<file path="config.mk">
export PLATFORM = sky130hd
export DESIGN_NAME = score_board_n
export DESIGN_NICKNAME = d
export VERILOG_FILES = /design/src/rtl/score_pkg.sv /design/src/rtl/seg7_decode.sv /design/src/rtl/score_board_n.sv
export SDC_FILE = /design/constraint.sdc
export NUM_CORES = 1
export LEC_CHECK = 0
export ABC_CLOCK_PERIOD_IN_PS = 3770
export CORE_MARGIN = 3
export CORE_UTILIZATION = 40
export CTS_CLUSTER_SIZE = 24
export DETAILED_ROUTE_END_ITERATION = 6
export PLACE_DENSITY = 0.62
export SETUP_SLACK_MARGIN = 0.5
export SLEW_MARGIN = 10
export SYNTH_ARGS = -nofsm -noshare
export SYNTH_HDL_FRONTEND = slang
export SYNTH_SLANG_ARGS = --single-unit
</file>
<file path="constraint.sdc">
create_clock -name mclk -period 3.77 [get_ports mclk]
set_input_delay 0.754 -clock mclk [delete_from_list [all_inputs] [get_ports mclk]]
set_output_delay 0.754 -clock mclk [all_outputs]
set_load 0.05 [all_outputs]
</file>
<file path="src/rtl/score_pkg.sv">
// Shared constants for the score_board_n display path: BCD digit width and
// active-high seven-segment patterns ordered {g,f,e,d,c,b,a}.
package score_pkg;

  localparam int unsigned BCD_W = 4;

  localparam logic [6:0] SEG_0     = 7'h3F;
  localparam logic [6:0] SEG_1     = 7'h06;
  localparam logic [6:0] SEG_2     = 7'h5B;
  localparam logic [6:0] SEG_3     = 7'h4F;
  localparam logic [6:0] SEG_4     = 7'h66;
  localparam logic [6:0] SEG_5     = 7'h6D;
  localparam logic [6:0] SEG_6     = 7'h7D;
  localparam logic [6:0] SEG_7     = 7'h07;  // a,b,c only
  localparam logic [6:0] SEG_8     = 7'h7F;
  localparam logic [6:0] SEG_9     = 7'h6F;
  localparam logic [6:0] SEG_BLANK = 7'h00;

endpackage

</file>
<file path="src/rtl/seg7_decode.sv">
// Combinational BCD to active-high seven-segment decoder; codes A-F blank.
module seg7_decode
  import score_pkg::*;
(
  input  logic [BCD_W-1:0] bcd_i,
  output logic [6:0]       seg_o
);

  // Map one BCD code to its segment pattern
  always_comb begin
    seg_o = SEG_BLANK;
    case (bcd_i)
      4'd0:    seg_o = SEG_0;
      4'd1:    seg_o = SEG_1;
      4'd2:    seg_o = SEG_2;
      4'd3:    seg_o = SEG_3;
      4'd4:    seg_o = SEG_4;
      4'd5:    seg_o = SEG_5;
      4'd6:    seg_o = SEG_6;
      4'd7:    seg_o = SEG_7;
      4'd8:    seg_o = SEG_8;
      4'd9:    seg_o = SEG_9;
      default: seg_o = SEG_BLANK;
    endcase
  end

endmodule

</file>
<file path="src/rtl/score_board_n.sv">
// N-digit BCD score keeper with saturating count, clear-on-lose and a
// multiplexed seven-segment scan driver. Define SCORE_HISCORE_EN to build the
// high-score register, its compare-on-lose update and the show_hi display mux.
module score_board_n
  import score_pkg::*;
#(
  parameter int unsigned DIGITS      = 4,
  parameter int unsigned SCAN_CYCLES = 50000,
  parameter bit          ACTIVE_LOW  = 1'b1
) (
  input  logic                    mclk,
  input  logic                    rst,
  input  logic                    hit,
  input  logic                    lose,
  input  logic                    show_hi,
  output logic [BCD_W*DIGITS-1:0] score_bcd,
  output logic                    sat,
  output logic [DIGITS-1:0]       select,
  output logic [6:0]              seg
);

  localparam int unsigned ScoreW = BCD_W * DIGITS;
  localparam int unsigned IdxW   = (DIGITS > 1) ? $clog2(DIGITS) : 1;
  localparam int unsigned PreW   = $clog2(SCAN_CYCLES);
  localparam logic [PreW-1:0] PreMax = PreW'(SCAN_CYCLES - 1);
  localparam logic [IdxW-1:0] IdxMax = IdxW'(DIGITS - 1);

  logic              hit_q, lose_q;
  logic              hit_ev, lose_ev;
  logic [ScoreW-1:0] score_q, score_d, score_inc, disp;
  logic              all_nines;
  logic [PreW-1:0]   pre_q, pre_d;
  logic [IdxW-1:0]   idx_q, idx_d;
  logic [BCD_W-1:0]  nibble;
  logic [6:0]        seg_act, seg_q;
  logic [DIGITS-1:0] sel_act, select_q;

  assign hit_ev  = hit & ~hit_q;
  assign lose_ev = lose & ~lose_q;

  // Edge-detect history for the event inputs
  always_ff @(posedge mclk or posedge rst) begin
    if (rst) begin
      hit_q  <= 1'b0;
      lose_q <= 1'b0;
    end else begin
      hit_q  <= hit;
      lose_q <= lose;
    end
  end

  // Ripple-carry BCD increment and all-nines detect
  always_comb begin
    logic carry;
    score_inc = score_q;
    all_nines = 1'b1;
    carry     = 1'b1;
    for (int i = 0; i < int'(DIGITS); i++) begin
      if (score_q[i*BCD_W +: BCD_W] != 4'd9) all_nines = 1'b0;
      if (carry) begin
        if (score_q[i*BCD_W +: BCD_W] == 4'd9) begin
          score_inc[i*BCD_W +: BCD_W] = '0;
        end else begin
          score_inc[i*BCD_W +: BCD_W] = score_q[i*BCD_W +: BCD_W] + 4'd1;
          carry = 1'b0;
        end
      end
    end
  end

  // Lose has priority over a same-cycle hit; hits at all nines are dropped
  always_comb begin
    score_d = score_q;
    if (lose_ev) begin
      score_d = '0;
    end else if (hit_ev && !all_nines) begin
      score_d = score_inc;
    end
  end

  // Current score register
  always_ff @(posedge mclk or posedge rst) begin
    if (rst) score_q <= '0;
    else     score_q <= score_d;
  end

  assign score_bcd = score_q;
  assign sat       = all_nines;

`ifdef SCORE_HISCORE_EN
  logic [ScoreW-1:0] hi_q, hi_d;

  // BCD ordering matches binary ordering, so a plain compare is enough
  always_comb begin
    hi_d = hi_q;
    if (lose_ev && (score_q > hi_q)) hi_d = score_q;
  end

  // High-score register
  always_ff @(posedge mclk or posedge rst) begin
    if (rst) hi_q <= '0;
    else     hi_q <= hi_d;
  end

  assign disp = show_hi ? hi_q : score_q;
`else
  logic unused_show_hi;
  assign unused_show_hi = show_hi;
  assign disp           = score_q;
`endif

  // Prescaler and digit index advance
  always_comb begin
    pre_d = pre_q + 1'b1;
    idx_d = idx_q;
    if (pre_q == PreMax) begin
      pre_d = '0;
      idx_d = (idx_q == IdxMax) ? '0 : idx_q + 1'b1;
    end
  end

  // Scan counters
  always_ff @(posedge mclk or posedge rst) begin
    if (rst) begin
      pre_q <= '0;
      idx_q <= '0;
    end else begin
      pre_q <= pre_d;
      idx_q <= idx_d;
    end
  end

  // Digit mux and one-hot select for the current index
  always_comb begin
    nibble         = disp[int'(idx_q)*BCD_W +: BCD_W];
    sel_act        = '0;
    sel_act[idx_q] = 1'b1;
  end

  seg7_decode u_seg7_decode (
    .bcd_i (nibble),
    .seg_o (seg_act)
  );

  // Output registers with polarity applied; reset to the inactive level
  always_ff @(posedge mclk or posedge rst) begin
    if (rst) begin
      select_q <= {DIGITS{ACTIVE_LOW}};
      seg_q    <= {7{ACTIVE_LOW}};
    end else begin
      select_q <= sel_act ^ {DIGITS{ACTIVE_LOW}};
      seg_q    <= seg_act ^ {7{ACTIVE_LOW}};
    end
  end

  assign select = select_q;
  assign seg    = seg_q;

endmodule

</file>
# After elaboration in Yosys (flattened, before gate mapping)
# Memory sizes are Yosys's and may differ from the RTL's.
# Cells that the tools add are included.
# totals
reg_bits	47
mem_bits_ro	112
input_bits	5
out_inout_bits	28
word_cells	68
memories	1
# memory_table
memory	words	word_bits	rd	rd_ports_with_merged_regs	wr	line	source
(name not given)	16	7	1	0	0	seg7_decode.sv:12	case (bcd_i)
# classes
addsub	6
magnitude_cmp	2
n_eq_ne	10
shift	1
n_mux	22
bitwise_logic	6
reduce_logical	10
# op_table
cell	n
$mux W16	3
$mux W4	7
$add A16 B1 Y16 const B	1
$add A4 B1 Y4 const B	4
$eq A16 B16 Y1 const B	1
$eq A4 B4 Y1 const B	4
$ne A4 B4 Y1 const B	4
$shiftx A16 B5 Y4	1
$mux W1	10
$reduce_bool A2 Y1	4
$not A7 Y7	1
$reduce_and A2 Y1	3
$not A4 Y4	1
$lt A2 B3 Y1 const B	1
$add A2 B1 Y2 const B	1
$and A1 B1 Y1	2
$demux W1 S2	1
$eq A2 B2 Y1 const B	1
$ge A2 B1 Y1 const B	1
$logic_and A1 B1 Y1	2
$mux W2	1
$not A1 Y1	2
$logic_not A1 Y1	1

# Logic depth before layout (Yosys ltp)
# Gate-level depths: netlist (run 1).
# logic_depth
ltp_word	9
depth_mapped	8

# By module
# From an unflattened synthesis (run 1), not the netlist that was laid out.
# hier_totals
hier_cells	251
hier_area_um2	2588.7
# by_module_without_submodules
mod	instances	cells_per_inst	area_each_um2
score_board_n	1	223	2368.5
seg7_decode	1	28	220.2

# Worst setup path after synthesis (run 1)
# Ideal clock, no wire load.
# synth_timing
kind	register to output
start	reg score_q[8] (netlist: score_bcd[8])
end	out sat
t_arrival_ps	1746
required_ps	3016
slack_ps	1270
path_stages_with_launch	6
path_cell_list	dfrtp_1 > ha_1 > nand3b_1 > nor3_1 > nand2_1 > inv_1
# synth_via
elab_chain_cells	3
# synth_lines
element	line	source
start: declaration	score_board_n.sv:30	logic [ScoreW-1:0] score_q, score_d, score_inc, disp;
start signal: assignment	score_board_n.sv:84	else score_q <= score_d;
$ne A4 B4 Y1	score_board_n.sv:59	if (score_q[i*BCD_W +: BCD_W] != 4'd9) all_nines = 1'b0;
$mux W1 (2 in a row)	score_board_n.sv:59	
end: declaration	score_board_n.sv:17	output logic sat,
# No other way between the ends.

# Worst setup path after layout (run 1)
# layout_timing
start	reg score_q[13] (netlist: score_bcd[13])
end	out sat
# layout_via
elab_chain_cells	2
# layout_lines
element	line
$ne A4 B4 Y1	score_board_n.sv:59
$mux W1	score_board_n.sv:59
# No other way between the ends.

==> results.md, run 1 <==
- Placed Instances: 350
- TritonRoute pass-1 iters: 4
- # port buffers: 31
- Ys Warns: 0
- Tmin final: 2990 ps
- Vias in the first global route: 1846
- CTS tree: yes
- Clk_skew: 11.4 ps
- Io pins: 33
- Required @ worst endpoint: 3020 ps
- H-tree level count: 2
- CTS max path bufs: 2
- Synthesized flop and latch total: 47
- Clock sinks: 47
- Synth cell types: 46
- Core area: 0.00610 mm^2
- Area share of the largest cell type after synthesis: 0.347
- Reg2Reg Depth: 5
- Wire per inst: ~15 um
- CP Max Fanout: 6
- Met1 wire length: 2.37 mm
- Reg-to-reg endpoint: score_bcd[15]
- Post-route cell area: 0.00309 mm^2
- Post-synth top area cell: dfrtp_1
- Area grow syn2layout: 19.2%
- Post-synthesis cell count: 252
- Critical path endpoint category: output port
- Area of the multi-input gates: 0.00127 mm^2
- Crit Path Category: flop to output port
- Clock Latency Late Sink: 310 ps
- Vias after detailed routing: 1931
- Max Used Layer: met4
- Cell Area, Synth: 0.00259 mm^2
- Post-route setup TNS: 0 ps
- RD Place Congestion: 0.800
- Worst-path clk slew: 100 ps
- Register area share after synthesis: 0.459
- Postcts setup bufs: 0
- Mean Syn Cell Area: 10.3 um^2
- Placed wire-length estimate: around 3.7 mm
- Die X: 86.5 um
- Register area: 0.00119 mm^2
- Filler Cells Inserted: 581
- CTS Root Cell: clkbuf_8
- Synth Flop Type: dfrtp_1
- Synth cell count leaders: dfrtp_1 (36), nor2_1 (25), inv_1 (20)
- Placed cell areas: 0.00295 mm^2
- # nets final: 305
- VDD IR-drop max: 0.292 mV
- Crit path to: sat
- Status: finished, final reports clean
- Post-synth EDFFs: 0
- Count leader, synth: dfrtp_1
- DR vias/cell: 5.39
- GRT Overall Usage: 0.157
- Antenna Nets Post-Route: 0
- RSZ-0062 raised after global routing: false
- Post-route DRC: 0
- First-pass GRT wire length: 9.25 mm
- Slew Viols, Final: 0
- Crit path launch: score_bcd[13]
- Gr ovfl total: 0
- Antenna violations before repair: 0
- Die area: 0.00748 mm^2
- F_max: ~330 MHz
- Worst hold margin: 489 ps
- Maximum capacitance violations: 0
- Final setup fails: 0
- Post-synthesis async set-or-reset flop share: 1.00
- Crit start category: flop
- Final Hold Vio Count: 0
- Met3 wire length: 345 um
- Least-Margin Pin Slew: roughly 950 ps
- Starting Density: 0.425
- Initial DRC count: 83
- Leak: approximately 1.3 nW
- FF-to-FF Start: score_bcd[0]
- Top area cells in the synthesized netlist: dfrtp_1 (35%), dfstp_2 (11%), ha_1 (8.7%)
- Reg2reg setup slack: 1760 ps
- Post-Route WL: 5.26 mm
- CTS Buf Count: 5
- Synth Net Count: 275
- Share of cells above drive strength 1: 0.106
- HP Class: flop to flop
- Critical path data arrival time: 2230 ps
- Tcrit/Tclk final: 0.792
- N_diodes: 0
- Largest net degree at the start of global routing: 48
- PD cells: ~380 mW/mm^2
- Slew headroom: 0.363
- Row count: 28
- Met2 Wirelength: 2.47 mm
- Die height: between 80 and 90 um
- Final core utilization: 0.507
- Non-filler cells, final: 358
## where the power goes
part / switching [mW] / leakage (nW) / internal, mW / total (mW)
registers: 0.0139 / 0.594 / 0.533 / 0.547
clock network: 0.177 / 0.0644 / 0.264 / 0.441
logic: 0.125 / 0.649 / 0.0654 / 0.191
## state kept, by name, summed over array words and instances, names as in the netlist
name       cells
pre_q         16
hit_q          1
score_bcd     16
idx_q          2
lose_q         1
seg            7
select         4
## area by class of cell
class                      instances  area share
tap                               75      0.0304
clock buffer                       5      0.0223
sequential                        47       0.385
multi-input combinational        175       0.411
clock inverter                     3      0.0219
inverter                          20      0.0243
timing repair buffer              33       0.105
## stage by stage
| step | worst slack (ps) | total power [mW] |
|---|---|---|
| after floorplan | 1270 | 0.692 |
| after global placement | 867 | 0.747 |
| after detailed placement | 856 | 0.749 |
| after CTS | 766 | 1.20 |
| after global routing | 549 | 1.24 |
| final | 782 | 1.18 |
## worst min path at each step
stage / start / slack, ps / depth (start not counted) / to
2_1_floorplan: pre_q[15] / 440 / 1 / pre_q[15]
3_3_place_gp: pre_q[15] / 470 / 1 / pre_q[15]
3_5_place_dp: pre_q[15] / 480 / 1 / pre_q[15]
4_1_cts: pre_q[15] / 490 / 1 / pre_q[15]
5_1_grt: pre_q[15] / 520 / 1 / pre_q[15]
6_report: pre_q[15] / 490 / 1 / pre_q[15]
## timing repair
item | in CTS | in global routing
gates resized for setup | 1 | 0
setup endpoints to repair | 1 | 0
hold buffers | 0 | 0
## per-layer routing
layer / vias up / GRT usage
met1: 921 / 0.221
met5: - / 0
li1: 945 / -
met2: 56 / 0.231
met3: 9 / 0.0418
met4: 0 / 0.0581
## worst max-delay path, cell delays in order (launching register included)
cell and delay (ps):
dfrtp_1 440, inv_1 80, ha_1 130, nand3b_1 200, nor3_1 310, nand2_1 140, inv_1 100, dlygate4sd2_1 530
## kinds of logic after synthesis
logic type	count (synthesis)	share of synthesized area
AND/OR/NAND/NOR	93	0.195
flip-flops	47	0.459
AO/OA/AOI/OAI	41	0.101
buffers and inverters	30	0.0512
adder cells (fa/ha/maj)	18	0.0869
XOR/XNOR	12	0.0405
multiplexers	11	0.0656
## placed cells by master, fill, tap and decap left out, types with 4 or more instances in the layout
cell and count:
dfrtp_1 36, clkdlybuf4s50_1 30, nor2_1 25, inv_1 19, ha_1 18, a21oi_1 15, nand3_1 12, nand2_1 11
dfstp_2 11, o21ai_0 9, xnor2_1 6, xor2_1 6, nand3b_1 5, nor2b_1 5, and3_1 5, nand4_1 5
mux2i_1 5, or3_1 5, clkbuf_8 5, nand2b_1 4
No activity file was read; power rests on OpenSTA's default activity.
==> run 2, diff against run 1 <==
--- a/config.mk
+++ b/config.mk
@@ -5,7 +5,7 @@
 export SDC_FILE = /design/constraint.sdc
 export NUM_CORES = 1
 export LEC_CHECK = 0
-export ABC_CLOCK_PERIOD_IN_PS = 3770
+export ABC_CLOCK_PERIOD_IN_PS = 2800
 export CORE_MARGIN = 3
 export CORE_UTILIZATION = 40
 export CTS_CLUSTER_SIZE = 24
==> constraint.sdc (replaced) <==
create_clock -name mclk -period 2.8 [get_ports mclk]
set_input_delay 0.56 -clock mclk [delete_from_list [all_inputs] [get_ports mclk]]
set_output_delay 0.56 -clock mclk [all_outputs]
set_load 0.05 [all_outputs]
==> results.md, run 2 (synthesized netlist as in run 1, its figures left out) <==
- Status: finished, final reports clean
- N_diodes: 0 (unchanged)
- CTS Root Cell: clkbuf_8
- Internal: 1.01 mW (+17%)
- H-tree level count: 2 (unchanged)
- Crit Path Category: flop to output port
- Gr ovfl total: 0 (unchanged)
- Io pins: 33 (unchanged)
- Antenna Nets Post-Route: 0 (unchanged)
- Final Hold Vio Count: 0 (unchanged)
- Wire per inst: 14.1 um (-4.3%)
- CTS max path bufs: 2 (unchanged)
- Antenna violations before repair: 0 (unchanged)
- Placed wire-length estimate: 3.72 mm (+1.3%)
- Share of cells above drive strength 1: 0.207 (+0.101)
- Met1 wire length: 2.57 mm (+8.6%)
- Die X: 86.5 um (unchanged)
- Required @ worst endpoint: 2240 ps (-780 ps)
- Reg2reg setup slack: 850 ps (-910 ps)
- Hold buffer count at cts: 0 (unchanged)
- Clock network power share: 0.298 (-0.076)
- Initial DRC count: 105 (+27%)
- CP delay by family, top: buffers and inverters
- Commonest non-fill, non-tap cell in the layout: clkdlybuf4s50_1
- Least-Margin Pin Slew: 648 ps (-307 ps)
- RD Place Congestion: 0.781 (-2.4%)
- # nets final: 322 (+5.6%)
- Clock Latency Late Sink: 300 ps (about the same)
- Clk_skew: 6.38 ps (-5.01 ps)
- Tcrit/Tclk final: 0.796
- Register area: 0.00120 mm^2 (+0.84%)
- PD cells: 440 mW/mm^2 (+15%)
- Maximum capacitance violations: 0 (unchanged)
- # port buffers: 31 (unchanged)
- Largest net degree at the start of global routing: 23 (-52%)
- Met2 Wirelength: 2.37 mm (-4.1%)
- Slowest CP cell: clkdlybuf4s50_1
- First-pass GRT wire length: 9.07 mm (-1.9%)
- Slew Viols, Final: 0 (unchanged)
- Cells on Worst Hold Path: 1 (unchanged)
- DR vias/cell: 5.31 (-1.6%)
- Most frequent cells in the layout: clkdlybuf4s50_1 (30), dfrtp_1 (28), nor2_1 (25)
- Max Used Layer: met4
- Vias after detailed routing: 1990 (+3.1%)
- Met3 wire length: 272 um (-21%)
- FF-to-FF Start: idx_q[0]
- Tmin final: 2230 ps
- WP buf/inv: 1 (-2)
- Hold Crit Endpoint: pre_q[0]
- Leak: 1.36 nW (+4.0%)
- Critical path endpoint category: output port
- Row count: 28 (unchanged)
- Sequential share of power: 0.520 (+0.056)
- Die area: 0.00748 mm^2 (unchanged)
- Combinational share of power: 0.183 (+0.021)
- GRT Overall Usage: 0.154 (-0.00310)
- Area of the multi-input gates: 0.00130 mm^2 (+2.5%)
- CP max stage delay: 860 ps (+330 ps)
- Post-Route WL: 5.28 mm (+0.28%)
- Power Total: 1.42 mW (+20%)
- CP Cell Sequence: clkdlybuf4s50_1
- Reg-to-reg endpoint: seg[5]
- Reg2Reg Depth: 6 (+1)
- TritonRoute pass-1 iters: 4 (unchanged)
- Clock sinks: 47 (unchanged)
- Starting Density: 0.425 (unchanged)
- Critical path data arrival time: 1670 ps (-560 ps)
- Filler Cells Inserted: 547 (-5.9%)
- Sw Pwr: 409 uW (+30%)
- Final setup fails: 0 (unchanged)
- Post-route setup TNS: 0 ps (unchanged)
- Vias in the first global route: 1872 (+1.4%)
- Die height: 86.5 um (unchanged)
- HP Start: pre_q[0]
- Area grow syn2layout: 24.2%
- CTS Buf Count: 5 (unchanged)
- Switch share: 0.289 (+0.0208)
- Post-route DRC: 0 (unchanged)
- CTS tree: yes
- F_max: 449 MHz
- VDD IR-drop max: 0.240 mV (-18%)
- Core area: 0.00610 mm^2 (unchanged)
- Slew headroom: 0.567 (+0.205)
- Worst-path clk slew: 90 ps (about the same)
- HP Class: flop to flop
- CP Max Fanout: 8 (+2)
- Crit start category: flop
- RSZ-0062 raised after global routing: false
[run 2: how the worst max path moves through the flow]
| stage | startpoint | to | slack (ps) | cells past startpoint |
|---|---|---|---|---|
| final | score_bcd[6] | score_bcd[6] | 570 | 1 |
| after global routing | score_bcd[5] | sat | 510 | 7 |
| after CTS | score_bcd[13] | sat | 510 | 7 |
| after detailed placement | hit | score_bcd[15] | 580 | 6 |
| after global placement | hit | score_bcd[15] | 620 | 6 |
| after floorplan | score_bcd[12] | sat | 500 | 5 |
[run 2: power groups by stage]
stage	clock network (mW)	registers, mW	logic, mW
global placement	0	0.749	0.259
floorplan	0	0.844	0.0877
finish	0.422	0.737	0.259
detailed placement	0	0.749	0.261
global route	0.457	0.742	0.279
CTS	0.438	0.737	0.261
[run 2: through the flow]
step | hold slack, ps | cells | area (um^2) | utilization | setup slack (ps)
finish | 484 | 375 | 3220 | 0.528 | 571
global route | 518 | 375 | 3220 | 0.528 | 507
CTS | 487 | 363 | 3100 | 0.508 | 508
detailed placement | 475 | 352 | 2970 | 0.487 | 582
global placement | 471 | 352 | 2970 | 0.487 | 622
floorplan | 442 | 252 | 2590 | - | 502
[run 2: final cells by class]
type,count,share of cell area
tap,75,0.0291
multi-input combinational,175,0.404
sequential,47,0.373
inverter,20,0.0233
clock buffer,7,0.0268
timing repair buffer,50,0.142
clock inverter,1,0.00155
[run 2: routing by layer]
metal | vias to the layer above | track usage
met2 | 38 | 0.232
met4 | 0 | 0.0595
met1 | 963 | 0.219
met5 | - | 0
li1 | 983 | -
met3 | 6 | 0.0295
[run 2: what timing repair did]
action                     CTS  global route
setup endpoints to repair    1             3
gates resized for setup      5            12
cloned                       0             0
pin swaps                    0             2
buffers inserted             3            12
